[src/rtl/cube_line_raster.sv]
// cube_line_raster: walks every cube line and rasterises it with Bresenham into a valid/ready pixel stream
module cube_line_raster #(
  parameter int XY_BITW = 16,
  parameter int LINEW = 4,
  parameter int COLORW = 3,
  parameter int NUM_LINES = 12,
  parameter int X_OFF = 0,
  parameter int Y_OFF = 0
) (
  input  logic               clk,
  input  logic               rst,
  input  logic               start,
  output logic               busy,
  output logic               done,
  output logic [LINEW-1:0]   line_id,
  input  logic [COLORW-1:0]  color_in,
  input  logic [XY_BITW-1:0] x0_in,
  input  logic [XY_BITW-1:0] y0_in,
  input  logic [XY_BITW-1:0] x1_in,
  input  logic [XY_BITW-1:0] y1_in,
  output logic               pix_valid,
  input  logic               pix_ready,
  output logic [XY_BITW-1:0] pix_x,
  output logic [XY_BITW-1:0] pix_y,
  output logic [COLORW-1:0]  pix_color
);
  localparam int EW = XY_BITW + 2;
  localparam logic [XY_BITW-1:0] XO = XY_BITW'(X_OFF);
  localparam logic [XY_BITW-1:0] YO = XY_BITW'(Y_OFF);
  localparam logic [XY_BITW-1:0] ONE = XY_BITW'(1);
  localparam logic [LINEW-1:0] LAST = LINEW'(NUM_LINES - 1);
  typedef enum logic [2:0] {IDLE, FETCH, SETUP, DRAW, NEXT, DONE} state_t;
  state_t state;
  logic [XY_BITW-1:0] x0, y0, x1, y1, cx, cy, nx, ny, adx, ady;
  logic [COLORW-1:0] color;
  logic signed [XY_BITW:0] dx, dy;
  logic signed [EW-1:0] err, e2, err_n, dx_e, dy_e;
  logic sx, sy, step_x, step_y, at_end;
  always_comb begin
    adx = x1 > x0 ? x1 - x0 : x0 - x1;
    ady = y1 > y0 ? y1 - y0 : y0 - y1;
    dx_e = EW'(dx);
    dy_e = EW'(dy);
    e2 = err <<< 1;
    step_x = e2 >= dy_e;
    step_y = e2 <= dx_e;
    err_n = err + (step_x ? dy_e : EW'(0)) + (step_y ? dx_e : EW'(0));
    nx = step_x ? (sx ? cx + ONE : cx - ONE) : cx;
    ny = step_y ? (sy ? cy + ONE : cy - ONE) : cy;
    at_end = cx == x1 && cy == y1;
  end
  always_ff @(posedge clk) begin
    if (rst) begin
      state <= IDLE;
      busy <= 1'b0;
      done <= 1'b0;
      pix_valid <= 1'b0;
      line_id <= '0;
      pix_x <= '0;
      pix_y <= '0;
      pix_color <= '0;
    end else begin
      case (state)
        IDLE: if (start) begin
          line_id <= '0;
          busy <= 1'b1;
          state <= FETCH;
        end
        FETCH: begin
          x0 <= x0_in;
          y0 <= y0_in;
          x1 <= x1_in;
          y1 <= y1_in;
          color <= color_in;
          state <= SETUP;
        end
        SETUP: begin
          dx <= $signed({1'b0, adx});
          dy <= -$signed({1'b0, ady});
          err <= EW'(adx) - EW'(ady);
          sx <= x0 < x1;
          sy <= y0 < y1;
          cx <= x0;
          cy <= y0;
          pix_x <= x0 + XO;
          pix_y <= y0 + YO;
          pix_color <= color;
          pix_valid <= 1'b1;
          state <= DRAW;
        end
        DRAW: if (pix_ready) begin
          if (at_end) begin
            pix_valid <= 1'b0;
            state <= NEXT;
          end else begin
            err <= err_n;
            cx <= nx;
            cy <= ny;
            pix_x <= nx + XO;
            pix_y <= ny + YO;
          end
        end
        NEXT: if (line_id == LAST) begin
          busy <= 1'b0;
          done <= 1'b1;
          state <= DONE;
        end else begin
          line_id <= line_id + LINEW'(1);
          state <= FETCH;
        end
        DONE: begin
          done <= 1'b0;
          state <= IDLE;
        end
        default: state <= IDLE;
      endcase
    end
  end
endmodule

[config.mk]
export PLATFORM = sky130hd
export DESIGN_NAME = cube_line_raster
export DESIGN_NICKNAME = d
export VERILOG_FILES = /design/src/rtl/cube_line_raster.sv
export SDC_FILE = /design/constraint.sdc
export NUM_CORES = 1
export LEC_CHECK = 0
export CORE_MARGIN = 2
export CORE_UTILIZATION = 40
export CTS_BUF_LIST = sky130_fd_sc_hd__clkbuf_8 sky130_fd_sc_hd__clkbuf_16
export CTS_CLUSTER_DIAMETER = 50
export DETAILED_ROUTE_END_ITERATION = 12
export PLACE_DENSITY_LB_ADDON = 0.05
export SLEW_MARGIN = 20
export SYNTH_ARGS = -nofsm -noshare
export SYNTH_HDL_FRONTEND = slang
export SYNTH_SLANG_ARGS = --single-unit
[constraint.sdc]
create_clock -name clk -period 26 [get_ports clk]
set_clock_uncertainty 0.1 [all_clocks]
set_input_delay 3.9 -clock clk [delete_from_list [all_inputs] [get_ports clk]]
set_output_delay 3.9 -clock clk [all_outputs]
set_load 0.05 [all_outputs]
==> flow_metrics.tcl, run 1 <==
set metrics [dict create \
    cts_sinks 196 \
    status "finished, final reports clean" \
    period_needed_ns 6.38 \
    grt_pass1_wl_microns 61300 \
    clockBufferDepth 2 \
    fin_crit_sh_pct 24.5 \
    leakage_nw 7.18 \
    drtPass1Iterations 6 \
    synth_edf_count 151 \
    place_congestion 0.869 \
    antenna_found_initial 2 \
    cpMaxStageDelayCell "a41o_1" \
    syn_area_sq_mm 0.0145 \
    synth_top_family_by_area "adder cells" \
    port_buffers 112 \
    worstSetupStartpointType "flip-flop" \
    synth_top_area_cell "edfxtp_1" \
    wl_met3_microns 1480 \
    layout-drive-gt1-share_pct 4.71 \
    design_area_sq_mm 0.0167 \
    synthTopCellsByCount "157 x ha_1, 151 x edfxtp_1, 130 x inv_1" \
    cts_tree "built" \
    reg2regPathDepth 23 \
    yosysTopAreaCellShare_pct 31.3 \
    yosys.area_share.simple_pct 12.7 \
    synth.avg_cell_area_sq_um 9.91 \
    seq_area_frac_synth_pct 37.5 \
    wl_met2_microns 17700 \
    syn_inst 1463 \
    place_area_sq_mm 0.0161 \
    worst_path_largest_cell_delay_ns 0.69 \
    syn_nets 1715 \
    core_sq_mm 0.0357 \
    maxCapViolations 0 \
    wl_met1_microns 19400 \
    setup-tns-final_ns 0 \
    synth_async_sr_flop_share_pct 0 \
    insertion_delay_ns 0.45 \
    synth.area.top_cells "edfxtp_1 31%, ha_1 14%, dfxtp_1 6.2%" \
    grt_usage_pct 20.9 \
    drt_wl_total_microns 39200 \
    viasPerCell 5.35 \
    power-per-cell-area_mw_per_mm2 55.9 \
    die_area_sq_mm 0.0378 \
    syn_to_final_growth_pct 14.9 \
    nets 1811 \
    drt_iter0_drc 710 \
    hold_ws_ns 0.365 \
    cts_setup_buffers 0 \
    cts_resized 0 \
    grt_max_degree 74 \
    max-vdd-ir-drop_mv 0.0411 \
    hold_class "reg -> reg" \
    hold_depth 2 \
    synth_compound_area_share_pct 15.1 \
    drc_errors 0 \
    cts_buffers 17 \
    die_w_microns 194 \
    ioPinCount 113 \
    final-setup-viol-count 0 \
    top_layer "met5" \
    yosys_warnings 0 \
    endpoint_kind "flip-flop" \
    arrival_ns 6.47 \
    synthAdderAreaFrac_pct 16.9 \
    timing.fmax_mhz 157 \
    overflow 0 \
    ys.flop_type "edfxtp_1" \
    drv_slew 0 \
    cts_hold_buf 0 \
    path_delay_family "compound AO/OA/AOI/OAI gates" \
    maxSlewHeadroom_pct 31.3 \
    required_ns 26.10 \
    ant_nets 0 \
    synth_seq_cells 196 \
    dp.final_hpwl_microns 31000 \
    rsz0062_at_grt "false" \
    path_depth 23 \
    grt_pass1_vias 10800 \
    start_util_pct 40.7 \
    cp_max_fo 20 \
    root_buffer "clkbuf_16" \
    ys_types 74 \
    worstSetupPathType "reg -> reg" \
    worst-path-buf-inv 2 \
    die_y_microns 194 \
    yosysMostFrequentCell "ha_1" \
    worst_pin_slew_ns 1.03 \
    clk_pin_slew_worst_paths_ns 0.08 \
    hold_viol_final 0 \
    muxShareOfSynthArea_pct 5.37 \
    rows 69 \
    htreeDepth 4 \
    vias 10900 \
    synth-xor-area-share_pct 7.88 \
    wl_per_cell_microns 19.3 \
    worstPathCellList "inv_1 -> ha_1 -> inv_1 -> fa_1 -> a21o_1 -> a21oi_1 -> o21ai_0 -> o2111ai_1 -> a31oi_1 -> a221oi_1 -> a41o_1 -> mux2_2 -> ha_1 -> nor2b_1 -> o21ai_0 -> a21boi_0 -> o211ai_1 -> a21oi_1 -> a311oi_1 -> a2111oi_0 -> a2111oi_0 -> a2bb2oi_1 -> nand3_1" \
]
## worst register-to-register path, delay by kind of cell (launching register included)
kind / cells / cell delay [ns]
adders and majority gates: 3 / 0.82
DFF: 1 / 0.43
and+or+nand+nor: 2 / 0.21
AOI/OAI and AO/OA: 15 / 3.98
muxes: 1 / 0.44
buffers and inverters: 2 / 0.14
## final timing paths
path	startpoint	endpoint	slack [ns]
max	x1[0]	err[15]	19.62
min	pix_y[12]	pix_y[12]	0.36
max reg2reg	x1[0]	err[15]	19.62
min reg2reg	pix_y[12]	pix_y[12]	0.36
## routing by layer
| metal | GRT usage, % | up-vias |
|---|---|---|
| met3 | 3.56 | 34 |
| li1 | - | 5440 |
| met1 | 29.3 | 5203 |
| met5 | 0 | - |
| met2 | 33.7 | 204 |
| met4 | 4.70 | 2 |
## per-stage QoR
step | instances | setup WS, ns | util, % | total power [mW]
floorplan | 1463 | 14.03 | - | 0.595
global placement | 2001 | 19.62 | 45.1 | 0.676
detailed placement | 2001 | 19.58 | 45.1 | 0.676
CTS | 2033 | 19.62 | 46.7 | 0.940
global route | 2033 | 18.92 | 46.7 | 0.984
finish | 2035 | 19.62 | 46.7 | 0.931
## area by class of cell
type	count	area, sq um
antenna	2	5.00
clock buffer	18	439
clock inverter	14	115
fill	3450	19000
inverter	130	488
multi-input combinational	1095	8430
sequential	196	5440
tap	461	577
timing repair buffer	119	1170
## registers in the layout (all words and copies together) (netlist names)
signal,flops
dy,17
err,17
cx,16
cy,16
dx,16
pix_x,16
pix_y,16
x0,16
x1,16
y0,16
y1,16
line_id,4
color,3
pix_color,3
state,3
busy,1
done,1
pix_valid,1
sx,1
sy,1
## cell families after synthesis
group                      after synthesis
and+or+nand+nor                        375
DFF                                    196
buffers and inverters                  172
AOI/OAI and AO/OA                      335
adders and majority gates              181
muxes                                   77
xor gates and xnor gates               127
## power by group
group	switching (mW)	internal, mW	leakage (nW)
clock network	0.134	0.128	0.275
logic	0.169	0.126	5.17
registers	0.0127	0.361	1.74
total	0.316	0.615	7.18
## placed cells by master (no fill, tap or decap), types with 59 or more instances in the layout
cell type        Yosys  routed
mux2i_1             71      71
nor2_1             114     112
edfxtp_1           151     151
xnor2_1             68      68
o21ai_0             59      59
nand2_1             81      81
inv_1              130     130
clkdlybuf4s50_1      0     111
ha_1               157     157
a21oi_1            108     108
Note: power is estimated with default switching activity, not from simulation.
==> run 2, diff against run 1 <==
- clock period: 26 -> 6.3 ns (I/O delays scaled with it)
==> run 2 against run 1 <==
Net effect:
- combinational power rose to 4.2 times the previous value
- worst setup slack lost 19 ns
- maximum frequency rose by 8.4%
- highest routed layer unchanged
- largest cell class unchanged
- register-to-register slack worse by 19 ns
- largest power group unchanged
- clock-buffer cell count unchanged
- clock power grew to 4.4 times the previous value
- critical path depth unchanged
- final area is 1.1% higher
==> flow_metrics.tcl, run 2 (synthesis gave the netlist of run 1 again) <==
set metrics [dict create \
    worstSetupPathType "reg -> reg" \
    viasPerCell 5.32 \
    rows 69 \
    port_buffers 112 \
    grt_pass1_vias 10700 \
    drtPass1Iterations 5 \
    wl_met2_microns 18000 \
    cts_sinks 196 \
    setup_ws_ns 0.419 \
    dp.final_hpwl_microns 30900 \
    worstSetupStartpointType "flip-flop" \
    cts_buffers 17 \
    root_buffer "clkbuf_16" \
    final_core_util_pct 47.2 \
    nets 1823 \
    period_needed_ns 5.88 \
    status "finished, final reports clean" \
    grt_max_degree 74 \
    drt_wl_total_microns 39600 \
    cts_hold_buf 0 \
    hold_viol_final 0 \
    core_sq_mm 0.0357 \
    grt_pass1_wl_microns 61100 \
    leakage_nw 7.28 \
    wl_met1_microns 19400 \
    die_w_microns 194 \
    die_area_sq_mm 0.0378 \
    drt_iter0_drc 739 \
    maxSlewHeadroom_pct 27.7 \
    ioPinCount 113 \
    syn_to_final_growth_pct 16.2 \
    worstPathCellList "inv_1 -> ha_1 -> inv_1 -> fa_1 -> a21o_1 -> a21oi_1 -> o21ai_0 -> o2111ai_1 -> a31oi_1 -> a221oi_1 -> a41o_2 -> mux2_2 -> ha_1 -> nor2b_1 -> o21ai_0 -> a21boi_0 -> o211ai_1 -> a21oi_1 -> a311oi_2 -> a2111oi_0 -> a2111oi_1 -> a2bb2oi_1 -> nand3_1" \
    wl_met3_microns 1420 \
    arrival_ns 5.97 \
    top_layer "met5" \
    preCtsSetupSlack_ns 0.276 \
    seqCellArea_sq_mm 0.00544 \
    die_y_microns 194 \
    clockBufferDepth 2 \
    start_util_pct 40.7 \
    worst_pin_slew_ns 1.09 \
    multi_input_area_sq_mm 0.00847 \
    layout-drive-gt1-share_pct 5.56 \
    top_regs "dy: 17 flops, err: 17 flops" \
    hold_class "reg -> reg" \
    endpoint_kind "flip-flop" \
    antenna_found_initial 2 \
    cpMaxStageDelayCell "a2111oi_1" \
    wl_per_cell_microns 19.3 \
    htreeDepth 4 \
    place_congestion 0.862 \
    fillCellCount 3382 \
    worst_path_largest_cell_delay_ns 0.48 \
    worst-path-buf-inv 2 \
    vias 10900 \
    final_common_cell "ha_1" \
    path_delay_family "compound AO/OA/AOI/OAI gates" \
    final-setup-viol-count 0 \
    overflow 0 \
    drv_slew 0 \
    fin_crit_sh_pct 93.4 \
    maxCapViolations 0 \
    required_ns 6.39 \
    layout.cells.most_common_list "157 x ha_1, 151 x edfxtp_1, 132 x inv_1" \
    grt_usage_pct 21.1 \
    clk_pin_slew_worst_paths_ns 0.07 \
    cts_tree "built" \
    max-vdd-ir-drop_mv 0.191 \
    timing.fmax_mhz 170 \
    drc_errors 0 \
    cp_max_fo 5 \
    power-per-cell-area_mw_per_mm2 235 \
    insertion_delay_ns 0.46 \
    ant_nets 0 \
]
## run 2: layer usage
metal  vias up  GRT usage [%]
li1       5465              -
met1      5187           29.5
met2       207           33.6
met3        31           3.33
met4         2           6.15
met5         -              0
## run 2: stage by stage
step	hold WS, ns	TNS [ns]	std cells	power (mW)	cell area, sq um
5_1_grt	0.391	-0.00854	2045	4.17	16800
6_report	0.367	0	2046	3.95	16800
4_1_cts	0.368	0	2037	3.96	16700
2_1_floorplan	0.356	0	1463	2.45	14500
3_5_place_dp	0.349	0	2005	2.80	16100
3_3_place_gp	0.344	0	2005	2.80	16100
## run 2: power breakdown
part / leakage [nW] / internal, mW / switching, mW
logic: 5.24 / 0.538 / 0.716
clock network: 0.293 / 0.633 / 0.525
registers: 1.74 / 1.49 / 0.0535
total: 7.28 / 2.66 / 1.29
## run 2: cell type report
type                    count  share of cell area, %
multi-input cells        1095                   50.3
clock inverters            14                  0.951
diodes                      1                 0.0149
clock buffers              18                   2.61
flip-flops and latches    196                   32.3
inverters                 130                   2.90
repair buffers            131                   7.57
well taps                 461                   3.42
## run 2: timing repair
| item | CTS | global route |
|---|---|---|
| resized for setup | 0 | 7 |
| setup endpoints to repair | 0 | 3 |
| buffers inserted | 0 | 8 |
## run 2: final timing paths
kind	start	end	slack [ns]	cells past startpoint
max	x1[0]	err[15]	0.42	23
min	pix_y[12]	pix_y[12]	0.37	2
max reg2reg	x1[0]	err[15]	0.42	23
min reg2reg	pix_y[12]	pix_y[12]	0.37	2
## run 2: tightest hold or removal path, cell delays in order, from the launching register on
cell,delay [ns]
dfxtp_1,0.32
nand2_1,0.05
a21oi_1,0.05
==> run 3, diff against run 2 <==
- SKIP_CTS_REPAIR_TIMING: unset -> 1
==> results of run 3 <==
Final layout, timing and power as in run 2 (identical DEF).
